==> config.mk <==
export PLATFORM = sky130hd
export DESIGN_NAME = pipelined_cla_addsub
export DESIGN_NICKNAME = d
export VERILOG_FILES = /design/src/rtl/pipelined_cla_addsub.sv
export SDC_FILE = /design/constraint.sdc
export NUM_CORES = 1
export LEC_CHECK = 0
export BUFFER_PORTS_ARGS = -buffer_cell sky130_fd_sc_hd__buf_2
export CAP_MARGIN = 25
export CORE_ASPECT_RATIO = 1.75
export CORE_UTILIZATION = 45
export DETAILED_ROUTE_END_ITERATION = 12
export GPL_TIMING_DRIVEN = 0
export HOLD_SLACK_MARGIN = 0.05
export PLACE_DENSITY_LB_ADDON = 0.15
export SLEW_MARGIN = 20
export SYNTH_ARGS = -nofsm -noshare
export SYNTH_HDL_FRONTEND = slang
export SYNTH_SLANG_ARGS = --single-unit
==> constraint.sdc <==
create_clock -name clk -period 3 [get_ports clk]
set_input_delay 0.3 -clock clk [delete_from_list [all_inputs] [get_ports clk]]
set_output_delay 0.3 -clock clk [all_outputs]
set_load 0.05 [all_outputs]
==> src/rtl/pipelined_cla_addsub.sv <==
// Pipelined carry-lookahead adder/subtractor: STAGES slices of WIDTH/STAGES bits with a
// registered carry between slices. Define SATURATE_EN to clamp signed overflow in the last stage.
module pipelined_cla_addsub #(
  parameter int WIDTH  = 32,
  parameter int STAGES = 4,
  parameter int GROUP  = 4
) (
  input  logic             clk,
  input  logic             rst_n,
  input  logic             in_valid,
  output logic             in_ready,
  input  logic [WIDTH-1:0] data_A,
  input  logic [WIDTH-1:0] data_B,
  input  logic             Cin,
  input  logic             sub,
  output logic             out_valid,
  input  logic             out_ready,
  output logic [WIDTH-1:0] out,
  output logic             carry_out,
  output logic             overflow,
  output logic             zero,
  output logic             saturated
);

  localparam int SW = WIDTH / STAGES;
  localparam int L  = STAGES - 1;

  // Group-lookahead carries inside each GROUP, rippling group to group.
  function automatic logic [SW:0] cla_slice(input logic [SW-1:0] a,
                                            input logic [SW-1:0] b,
                                            input logic          cin);
    logic [SW-1:0] p, g;
    logic [SW:0]   c;
    logic          gg, pp;
    int            base;
    p    = a ^ b;
    g    = a & b;
    c    = '0;
    c[0] = cin;
    for (int grp = 0; grp < SW / GROUP; grp++) begin
      base = grp * GROUP;
      for (int i = 0; i < GROUP; i++) begin
        gg = 1'b0;
        pp = 1'b1;
        for (int j = 0; j <= i; j++) begin
          gg = g[base+j] | (p[base+j] & gg);
          pp = pp & p[base+j];
        end
        c[base+i+1] = gg | (pp & c[base]);
      end
    end
    return {c[SW], p ^ c[SW-1:0]};
  endfunction

  logic [STAGES-1:0] r_v;
  logic [STAGES-1:0] w_adv;
  logic [STAGES-1:0] w_vin;
  logic [WIDTH-1:0]  w_b_eff;
  logic              w_cin_eff;

  assign w_b_eff   = sub ? ~data_B : data_B;
  assign w_cin_eff = sub | Cin;

  always_comb begin
    w_adv    = '0;
    w_vin    = '0;
    w_adv[L] = !r_v[L] || out_ready;
    for (int k = L - 1; k >= 0; k--) w_adv[k] = !r_v[k] || w_adv[k+1];
    w_vin[0] = in_valid;
    for (int k = 1; k < STAGES; k++) w_vin[k] = r_v[k-1];
  end

  assign in_ready  = w_adv[0];
  assign out_valid = r_v[L];

  always_ff @(posedge clk or negedge rst_n) begin
    if (!rst_n) begin
      r_v <= '0;
    end else begin
      for (int k = 0; k < STAGES; k++) begin
        if (w_adv[k]) r_v[k] <= w_vin[k];
      end
    end
  end

  // Stage k keeps the resolved low sum bits and only the operand bits not yet consumed.
  for (genvar k = 0; k < L; k++) begin : g_pipe
    localparam int LO = (k + 1) * SW;
    localparam int HI = WIDTH - LO;
    logic [SW-1:0] w_sa, w_sb;
    logic          w_sc;
    logic [SW:0]   w_slice;
    logic [HI-1:0] w_a_rest, w_b_rest;
    logic [LO-1:0] w_s_nxt;
    logic [HI-1:0] r_a, r_b;
    logic [LO-1:0] r_s;
    logic          r_c;

    if (k == 0) begin : g_src
      assign w_sa     = data_A[SW-1:0];
      assign w_sb     = w_b_eff[SW-1:0];
      assign w_sc     = w_cin_eff;
      assign w_a_rest = data_A[WIDTH-1:SW];
      assign w_b_rest = w_b_eff[WIDTH-1:SW];
      assign w_s_nxt  = w_slice[SW-1:0];
    end else begin : g_src
      assign w_sa     = g_pipe[k-1].r_a[SW-1:0];
      assign w_sb     = g_pipe[k-1].r_b[SW-1:0];
      assign w_sc     = g_pipe[k-1].r_c;
      assign w_a_rest = g_pipe[k-1].r_a[HI+SW-1:SW];
      assign w_b_rest = g_pipe[k-1].r_b[HI+SW-1:SW];
      assign w_s_nxt  = {w_slice[SW-1:0], g_pipe[k-1].r_s};
    end

    assign w_slice = cla_slice(w_sa, w_sb, w_sc);

    always_ff @(posedge clk or negedge rst_n) begin
      if (!rst_n) begin
        r_a <= '0;
        r_b <= '0;
        r_s <= '0;
        r_c <= 1'b0;
      end else if (w_adv[k] && w_vin[k]) begin
        r_a <= w_a_rest;
        r_b <= w_b_rest;
        r_s <= w_s_nxt;
        r_c <= w_slice[SW];
      end
    end
  end

  logic [SW-1:0]    w_la, w_lb;
  logic             w_lc;
  logic [SW:0]      w_lslice;
  logic [WIDTH-1:0] w_sum, w_final;
  logic             w_cmsb, w_ovf;

  if (STAGES == 1) begin : g_last_src
    assign w_la  = data_A;
    assign w_lb  = w_b_eff;
    assign w_lc  = w_cin_eff;
    assign w_sum = w_lslice[SW-1:0];
  end else begin : g_last_src
    assign w_la  = g_pipe[L-1].r_a;
    assign w_lb  = g_pipe[L-1].r_b;
    assign w_lc  = g_pipe[L-1].r_c;
    assign w_sum = {w_lslice[SW-1:0], g_pipe[L-1].r_s};
  end

  assign w_lslice = cla_slice(w_la, w_lb, w_lc);
  assign w_cmsb   = w_sum[WIDTH-1] ^ w_la[SW-1] ^ w_lb[SW-1];
  assign w_ovf    = w_cmsb ^ w_lslice[SW];

`ifdef SATURATE_EN
  logic r_sat;
  // On overflow both operands share a sign; A's sign picks the clamp direction.
  assign w_final   = !w_ovf      ? w_sum :
                     w_la[SW-1]  ? {1'b1, {(WIDTH-1){1'b0}}} :
                                   {1'b0, {(WIDTH-1){1'b1}}};
  assign saturated = r_sat;

  always_ff @(posedge clk or negedge rst_n) begin
    if (!rst_n)                    r_sat <= 1'b0;
    else if (w_adv[L] && w_vin[L]) r_sat <= w_ovf;
  end
`else
  assign w_final   = w_sum;
  assign saturated = 1'b0;
`endif

  logic [WIDTH-1:0] r_out;
  logic             r_cout, r_ovf, r_zero;

  always_ff @(posedge clk or negedge rst_n) begin
    if (!rst_n) begin
      r_out  <= '0;
      r_cout <= 1'b0;
      r_ovf  <= 1'b0;
      r_zero <= 1'b0;
    end else if (w_adv[L] && w_vin[L]) begin
      r_out  <= w_final;
      r_cout <= w_lslice[SW];
      r_ovf  <= w_ovf;
      r_zero <= (w_final == '0);
    end
  end

  assign out       = r_out;
  assign carry_out = r_cout;
  assign overflow  = r_ovf;
  assign zero      = r_zero;

endmodule

==> impl_summary.md, run 1 <==
Synthesis
The count of flip-flops with a built-in enable after synthesis is 0. The mean instance size in the synthesized netlist is 12.48 sq um. By area the synthesized netlist is led by sky130_fd_sc_hd__dfrtp_1, sky130_fd_sc_hd__mux2_2, sky130_fd_sc_hd__ha_1, sky130_fd_sc_hd__xnor2_1, sky130_fd_sc_hd__nand2_1. The mapped cell area is 8552 sq um. After synthesis, the largest family of logic cells by area is multiplexers. The area share of the leading cell type in the synthesized netlist is 0.5443. The post-synthesis share of cell area spent on xor and xnor gates is 0.04916. After synthesis, the most frequently instantiated cells are sky130_fd_sc_hd__dfrtp_1, sky130_fd_sc_hd__mux2_2, sky130_fd_sc_hd__nand2_1, sky130_fd_sc_hd__xnor2_1, sky130_fd_sc_hd__ha_1.

By instance count, the leading cell after synthesis is sky130_fd_sc_hd__dfrtp_1. The net count of the mapped netlist is 795. Measured against the total synthesized area, the mux share comes to 0.1658. The number of instances in the synthesized netlist is 685. Counting flops and latches in the post-synthesis netlist gives 186. For this run, the leading register cell type out of synthesis is sky130_fd_sc_hd__dfrtp_1. The fraction of the mapped netlist area in compound gates came to 0.07944. The number of warnings reported in the yosys synthesis log is 0. The sequential element share of the synthesized area is 0.5443. Of the total synthesized cell area, the portion taken by full adders, half adders and majority gates is 0.06554. The count of distinct cell types in the synthesized netlist is 49. In the synthesized netlist the async set-or-reset flop fraction comes to 1.000. The synthesized design spends more area on one cell type than any other, namely sky130_fd_sc_hd__dfrtp_1. Of the total synthesized cell area, the portion taken by AND, OR, NAND and NOR gates is 0.07110.

Critical path
In this run the worst path has a maximum fanout of 3. Among all stages on the critical path, the largest delay is contributed by sky130_fd_sc_hd__fa_2. The dominant delay contributor by cell family on the critical path is simple AND/OR/NAND/NOR gates. The endpoint class of the critical path is a flip-flop. The startpoint kind of the worst setup timing path is a flip-flop. The required time of the critical path is 3.34 ns.

The maximum cell stage delay along the critical path is 0.55 ns. The type of the setup path with the least slack is reg2reg. The endpoint arrival time on the critical path is 3.25 ns.

Together, buffers and inverters on the worst path number 0. Walking the worst path, the cells encountered are ha_4, o21ai_2, nor2_2, or2_4, a21oi_2, fa_2, nand4_1, or4_4, a211o_1, o31ai_2.

Power and ir drop
The worst ir drop on vdd is 0.0004588 V. For this design the static power due to leakage is 4.627 nW. After layout, the design draws a total of 10.29 mW. The proportion of total power due to net switching is 0.3831. The portion of total power attributed to sequential cells is 0.385. The share of total power dissipated in the clock network is 0.223.

The net switching component of the power is 3.942 mW. The internal portion of the total power is 6.349 mW. The share of total power dissipated in combinational logic is 0.392.

The power density over the cells is 1015 nW/um^2.

Detailed routing
Dividing the detail-routed wire length by the instance count gives 16.92 um. In this run, the number of DRC markers left after iteration 0 of detailed routing was 147. The ratio of routed vias to standard cells is 5.234.

In the routed design, unresolved DRC markers number 0. The count of vias placed by the detailed router is 5590. For this block, the routed nets add up to 18070 um of wire. The detailed-router iteration count before antenna repair is 5. In this run the remaining antenna-violating nets after routing total 0.

Floorplanning
The number of rows in the core area is 66. The area of the core region is 18580 sq um. The height of the die is 184.4 um. The die covers 19580 sq um.

108 I/O pins were placed. The effective utilization at floorplan is 0.4603. The die is 106.2 um wide.

Timing
The relative max-transition margin is 0.4727. The final number of hold-violating endpoints is 0. The clock period minus final worst setup slack is 2.913 ns.

At the pin with the least slew margin, the transition time is 0.7909 ns. The final-report max-slew violation count is 0. Across all setup checks in the final design, the least slack found is 0.08656 ns. Across all hold checks on the routed design, the worst slack comes to 0.09102 ns. The number of failing setup endpoints in the final timing report is 0. The part of the cycle the worst path needs is 0.9711. Setup repair after global routing could not meet its margin everywhere. The fmax is 0.3432 GHz.

The largest clock skew in the final design is 0.01344 ns.

GRT
The number of antenna violations at the first check in global routing came to 0. The total track usage is 0.1992. The aggregate global routing overflow is 0.

The via count of the first global-routing pass is 6038. Entering global routing, the biggest net connects 100 pins. The first global-routing pass estimated 29820 um of wire.

Cells and area
The layout overhead on the synthesized area is 18.57%. After the last flow step, the layout net total stands at 927. The share of the core filled with cells in the final layout is 0.5457. Fill cells in the final layout number 1647. The design area is 10140 sq um. The repair_antennas step left the layout with diodes totalling 0. In the final layout, the share of cells above drive strength 1 is 0.3602.

Place
The post-place setup slack is -0.3128 ns. The congestion estimate from routability-driven global placement came to 0.8024. The number of port buffers is 105. In this run the cell area measured after placement is 9413 sq um. Summed over all nets, the half-perimeter wirelength after detailed placement is 13680 um.

Job
Across the run, the number of max-cap violations was 0.

Clocking
The number of buffers created by CTS is 17. The clock tree from TritonCTS is built. Clock tree synthesis found a total of 186 sinks. For the worst-skew pair, the clock arrives at the later sink with an insertion delay of 0.43 ns. The master cell of the clock root buffer is sky130_fd_sc_hd__clkbuf_16.

The clock edge transition at the registers on the reported setup and hold paths is 0.08 ns. No sink is reached through more buffers than the 2 on the longest clock path. CTS built an H-tree with a depth of 4.

Outcome
The flow ran to the end, and the final reports show no timing, DRC or antenna violations.

Worst hold path
The path class of the lowest-slack min-delay path is in2reg.
-- metrics by stage --
step | setup TNS, ns | instances
floorplan | 0 | 685
global placement | -228.28 | 1028
detailed placement | -0.7250 | 1029
CTS | 0 | 1065
global route | -0.04050 | 1068
finish | 0 | 1068
-- state kept, by name, summed over array words and instances (netlist names) --
register	cells
g_pipe.r_a	48
g_pipe.r_b	48
g_pipe.r_s	48
out	32
r_v	4
g_pipe.r_c	3
carry_out	1
overflow	1
zero	1
-- cell type report --
cell class / count / area, sq um / area share
flip-flops and latches: 186 / 4654 / 0.4590
multi-input cells: 449 / 3754 / 0.3702
repair buffers: 113 / 618.1 / 0.06096
clock buffers: 17 / 425.4 / 0.04195
well taps: 238 / 297.8 / 0.02937
clock inverters: 15 / 182.7 / 0.01802
plain buffers: 30 / 132.6 / 0.01308
inverters: 20 / 75.07 / 0.007404
-- layer usage --
metal / GRT usage / up-vias / part of all wire
met5: 0 / - / 0
met4: 0.06833 / 0 / 0.018
met3: 0.03182 / 21 / 0.028
met2: 0.3761 / 113 / 0.55
met1: 0.2233 / 2782 / 0.40
li1: - / 2674 / -
-- cells by family after synthesis --
group,after synthesis
DFF,186
muxes,126
and+or+nand+nor,125
AOI/OAI and AO/OA,109
buffers and inverters,50
xor gates and xnor gates,48
adders and majority gates,40
other,1
-- worst register-to-register path: stages (launching register included) --
cell	delay, ns
sky130_fd_sc_hd__dfrtp_1	0.42
sky130_fd_sc_hd__ha_4	0.30
sky130_fd_sc_hd__o21ai_2	0.07
sky130_fd_sc_hd__nor2_2	0.15
sky130_fd_sc_hd__or2_4	0.15
sky130_fd_sc_hd__a21oi_2	0.05
sky130_fd_sc_hd__fa_2	0.55
sky130_fd_sc_hd__nand4_1	0.12
sky130_fd_sc_hd__or4_4	0.53
sky130_fd_sc_hd__a211o_1	0.30
sky130_fd_sc_hd__o31ai_2	0.18
-- repair_timing --
action,in CTS,in global routing
resized for setup,10,2
endpoints found under the setup margin,1,1
gates cloned,0,0
buffers inserted,3,3
pin swaps,6,7
hold buffers,1,0
hold endpoints to repair,98,0
-- worst paths after layout --
check / startpoint / to / slack [ns] / cells after the start
min in group asynchronous: rst_n / g_pipe[0].r_b[7] / 0.48 / 2
min: data_A[8] / g_pipe[0].r_a[0] / 0.09 / 2
max: g_pipe[2].r_b[1] / zero / 0.09 / 10
min reg2reg: out[26] / out[26] / 0.47 / 2
max in group asynchronous: rst_n / g_pipe[2].r_a[4] / 1.60 / 3
max reg2reg: g_pipe[2].r_b[1] / zero / 0.09 / 10
-- layout by cell type (no fill, tap or decap), types with 15 or more instances in the layout --
cell                        Yosys  layout
sky130_fd_sc_hd__dfrtp_1      186     186
sky130_fd_sc_hd__mux2_2       123     123
sky130_fd_sc_hd__buf_2         13     117
sky130_fd_sc_hd__nand2_1       61      61
sky130_fd_sc_hd__xnor2_1       34      34
sky130_fd_sc_hd__ha_1          32      30
sky130_fd_sc_hd__o21ai_0       29      28
sky130_fd_sc_hd__o21ai_1       22      22
sky130_fd_sc_hd__inv_1         20      20
sky130_fd_sc_hd__clkbuf_16      0      17
sky130_fd_sc_hd__a21oi_1       16      15
-- power by group through the flow --
stage / combinational, mW / clock [mW] / sequential (mW)
2_1_floorplan: 2.16 / 0 / 4.61
3_3_place_gp: 3.71 / 0 / 3.96
3_5_place_dp: 3.82 / 0 / 4.00
4_1_cts: 4.01 / 2.35 / 3.97
5_1_grt: 4.42 / 2.44 / 4.08
6_report: 4.04 / 2.29 / 3.97
Note: power is estimated with default switching activity, not from simulation.
==> inputs of run 2 (changes only) <==
- CORE_ASPECT_RATIO: 1.75 -> 0.75
- CORE_MARGIN: default -> 1
==> impl_summary.md, run 2 (synthesis results as in run 1) <==
Place
Prior to clock tree synthesis, the placed netlist has a worst setup slack of -0.3385 ns. The number of port buffers is 105. The half-perimeter wire length of the detailed placement result is 13830 um.

The final weighted congestion of routability-driven global placement is 0.8225.

Power and ir drop
The static power due to leakage is 4.605 nW. The worst ir drop on vdd is 0.0005063 V. The share of total power in the clock network is 0.212. The net switching component of the power is 3.935 mW. The portion of total power attributed to combinational logic is 0.398.

Of the total power, the share spent switching nets is 0.3846. The power density over the cells is 1010 nW/um^2. The internal power contribution is 6.297 mW. The portion of total power attributed to sequential cells is 0.390.

Critical path
The slowest stage of the critical path is the sky130_fd_sc_hd__fa_2 cell. For the worst flop-to-flop path, the logic depth is 10. On the worst path, the slowest cell contributes a delay of 0.57 ns.

The type of the setup path with the least slack is reg2reg. STA classifies the critical path startpoint as a flip-flop. The endpoint class of the critical path is a flip-flop. Data on the critical path arrives at its endpoint at 3.26 ns.

The maximum fanout count along the critical path is 3. Traced cell by cell, the critical path runs through ha_4, a211oi_4, nor2_2, or2_4, a21oi_4, fa_2, nand4_1, or4_4, a211o_1, o31ai_2. For the worst setup path, the data required time is 3.33 ns.

Detailed routing
The mean routed wirelength per cell is 17.21 um. The initial detailed-routing violation count is 234. The detail route stage leaves a number of antenna-violating nets equal to 0. The count of vias placed by the detailed router is 5614. The pre-antenna-repair detailed-routing pass consisted of 4 iterations. The number of design rule violations left after detail routing is 0. The ratio of routed vias to standard cells is 5.217. The routed design has 18510 um of wire.

Cells and area
The area of the multi-input gates is 3761 sq um. The top cell types in the final layout, fill and taps aside, are sky130_fd_sc_hd__dfrtp_1, sky130_fd_sc_hd__mux2_2, sky130_fd_sc_hd__buf_2, sky130_fd_sc_hd__nand2_1, sky130_fd_sc_hd__xnor2_1. For this run, the post-layout net count is 926.

The layout filler cell count is 1599. Summing all flip-flop and latch instances after layout gives 4654 sq um. The fraction of final layout cells sized beyond drive strength 1 is 0.3571.

0 antenna diodes ended up in the layout. The largest registers in the layout are g_pipe.r_a (48), g_pipe.r_b (48), g_pipe.r_s (48). Leaving out fill and tap cells, the most frequent cell in the layout is sky130_fd_sc_hd__dfrtp_1. Relative to the synthesized area, the layout overhead comes to 18.45%.

For this run, the share of the core covered by cells in the final layout is 0.5457.

Timing
Derived from the worst setup path, the maximum achievable clock frequency is 0.3418 GHz. The final-report max-slew violation count came to 0. In the finished design, the share of the clock period the worst path needs comes to 0.9754. The relative max-transition margin is 0.4698. For the finished layout, the period the worst path requires is 2.926 ns. Setup repair after global routing could not meet its margin everywhere. The final number of hold-violating endpoints is 0. Summed over all failing endpoints, the final setup total negative slack is 0 ns. The clock arrives with 0.009047 ns of skew. The least setup slack across all paths after layout is 0.07394 ns. The number of failing setup endpoints in the final timing report is 0. The transition at the pin with the smallest max-transition slack is 0.7952 ns.

Worst hold path
The tightest min-delay check is of the in2reg type. The number of cells traversed by the worst hold path is 2.

Floorplanning
The total die area is 19560 sq um. The effective utilization at floorplan is 0.4607. The die is 121.4 um tall. The die span in x is 161.2 um. During I/O placement, the number of pins put on the boundary was 108. After floorplanning, the core was divided into 43 placement rows.

The area of the core region is 18560 sq um.

Clocking
The master cell of the clock root buffer is sky130_fd_sc_hd__clkbuf_16. The number of buffers created by CTS is 17. Counting every sink on the clock net gives 186.

TritonCTS built the clock tree. Clock latency on the worst-skew pair, taken at its later pin, is 0.43 ns. The count of H-tree levels built during CTS is 4.

After clock tree synthesis, the clock-pin slew on the worst setup and hold paths is 0.06 ns. The clock passes through at most 2 buffers.

Outcome
The flow ran to the end, and the final reports show no timing, DRC or antenna violations.

GRT
For this run, the total global-route usage over all layers was measured as 0.2054. The via count of the first global-routing pass is 5888. The first global-routing pass estimated 30420 um of wire. The number of antenna violations at the first check in global routing is 0. Entering global routing, the biggest net connects 75 pins. The aggregate global routing overflow is 0.

Job
Max-cap violations in this run came to 0.
-- run 2: cell count changes in the layout (fill, tap and decap cells not counted), sizes merged --
cell	delta
bufinv	-1
buf	-1
clkinv	-2
inv	-5
clkinvlp	+3
clkbuf	+5
-- run 2: power by group through the flow --
stage / clock (mW) / sequential [mW] / combinational, mW
floorplan: 0 / 4.61 / 2.16
global placement: 0 / 3.99 / 3.69
detailed placement: 0 / 4.03 / 3.83
CTS: 2.21 / 4.00 / 3.97
global route: 2.32 / 4.11 / 4.45
finish: 2.16 / 4.00 / 4.07
-- run 2: worst paths after layout --
kind                                   start                 to  slack (ns)
max                         g_pipe[2].r_a[0]               zero        0.07
min reg2reg                g_pipe[1].r_s[10]  g_pipe[1].r_s[10]        0.48
min                               data_A[14]   g_pipe[0].r_a[6]        0.09
min in group asynchronous              rst_n  g_pipe[0].r_a[21]        0.36
max in group asynchronous              rst_n   g_pipe[0].r_b[8]        1.61
max reg2reg                 g_pipe[2].r_a[0]               zero        0.07
-- run 2: worst max-delay path: cells and delay by family (launching register included) --
kind,cells,cell delay (ns)
flip-flops,1,0.44
AO/OA/AOI/OAI,4,0.61
AND/OR/NAND/NOR,4,0.91
adder cells (fa/ha/maj),2,0.88
-- run 2: timing repair --
item / CTS / global route
hold buffers: 1 / 0
setup endpoints to repair: 1 / 1
gates cloned: 0 / 0
resized for setup: 10 / 3
setup buffers: 1 / 3
hold endpoints to repair: 46 / 0
pin swaps: 11 / 8
-- run 2: cell type report --
class | instances | share of cell area
clock buffers | 22 | 0.04681
inverters | 20 | 0.007411
plain buffers | 30 | 0.01309
flip-flops and latches | 186 | 0.4595
multi-input cells | 449 | 0.3713
repair buffers | 112 | 0.06225
clock inverters | 10 | 0.009140
well taps | 247 | 0.03051
-- run 2: per-stage QoR --
step	cells	total power, mW	cell area (sq um)	hold slack [ns]
6_report	1076	10.23	10130	0.08522
3_5_place_dp	1039	7.862	9452	0.2182
5_1_grt	1076	10.88	10130	0.06811
4_1_cts	1073	10.18	10080	0.07282
2_1_floorplan	685	6.762	8552	0.004409
3_3_place_gp	1037	7.674	9387	0.4602
-- run 2: metal layers --
metal | track usage | wire length, um
met1 | 0.2774 | 8881
met2 | 0.3343 | 8665
met3 | 0.04477 | 704
met4 | 0.05660 | 263
met5 | 0 | 0
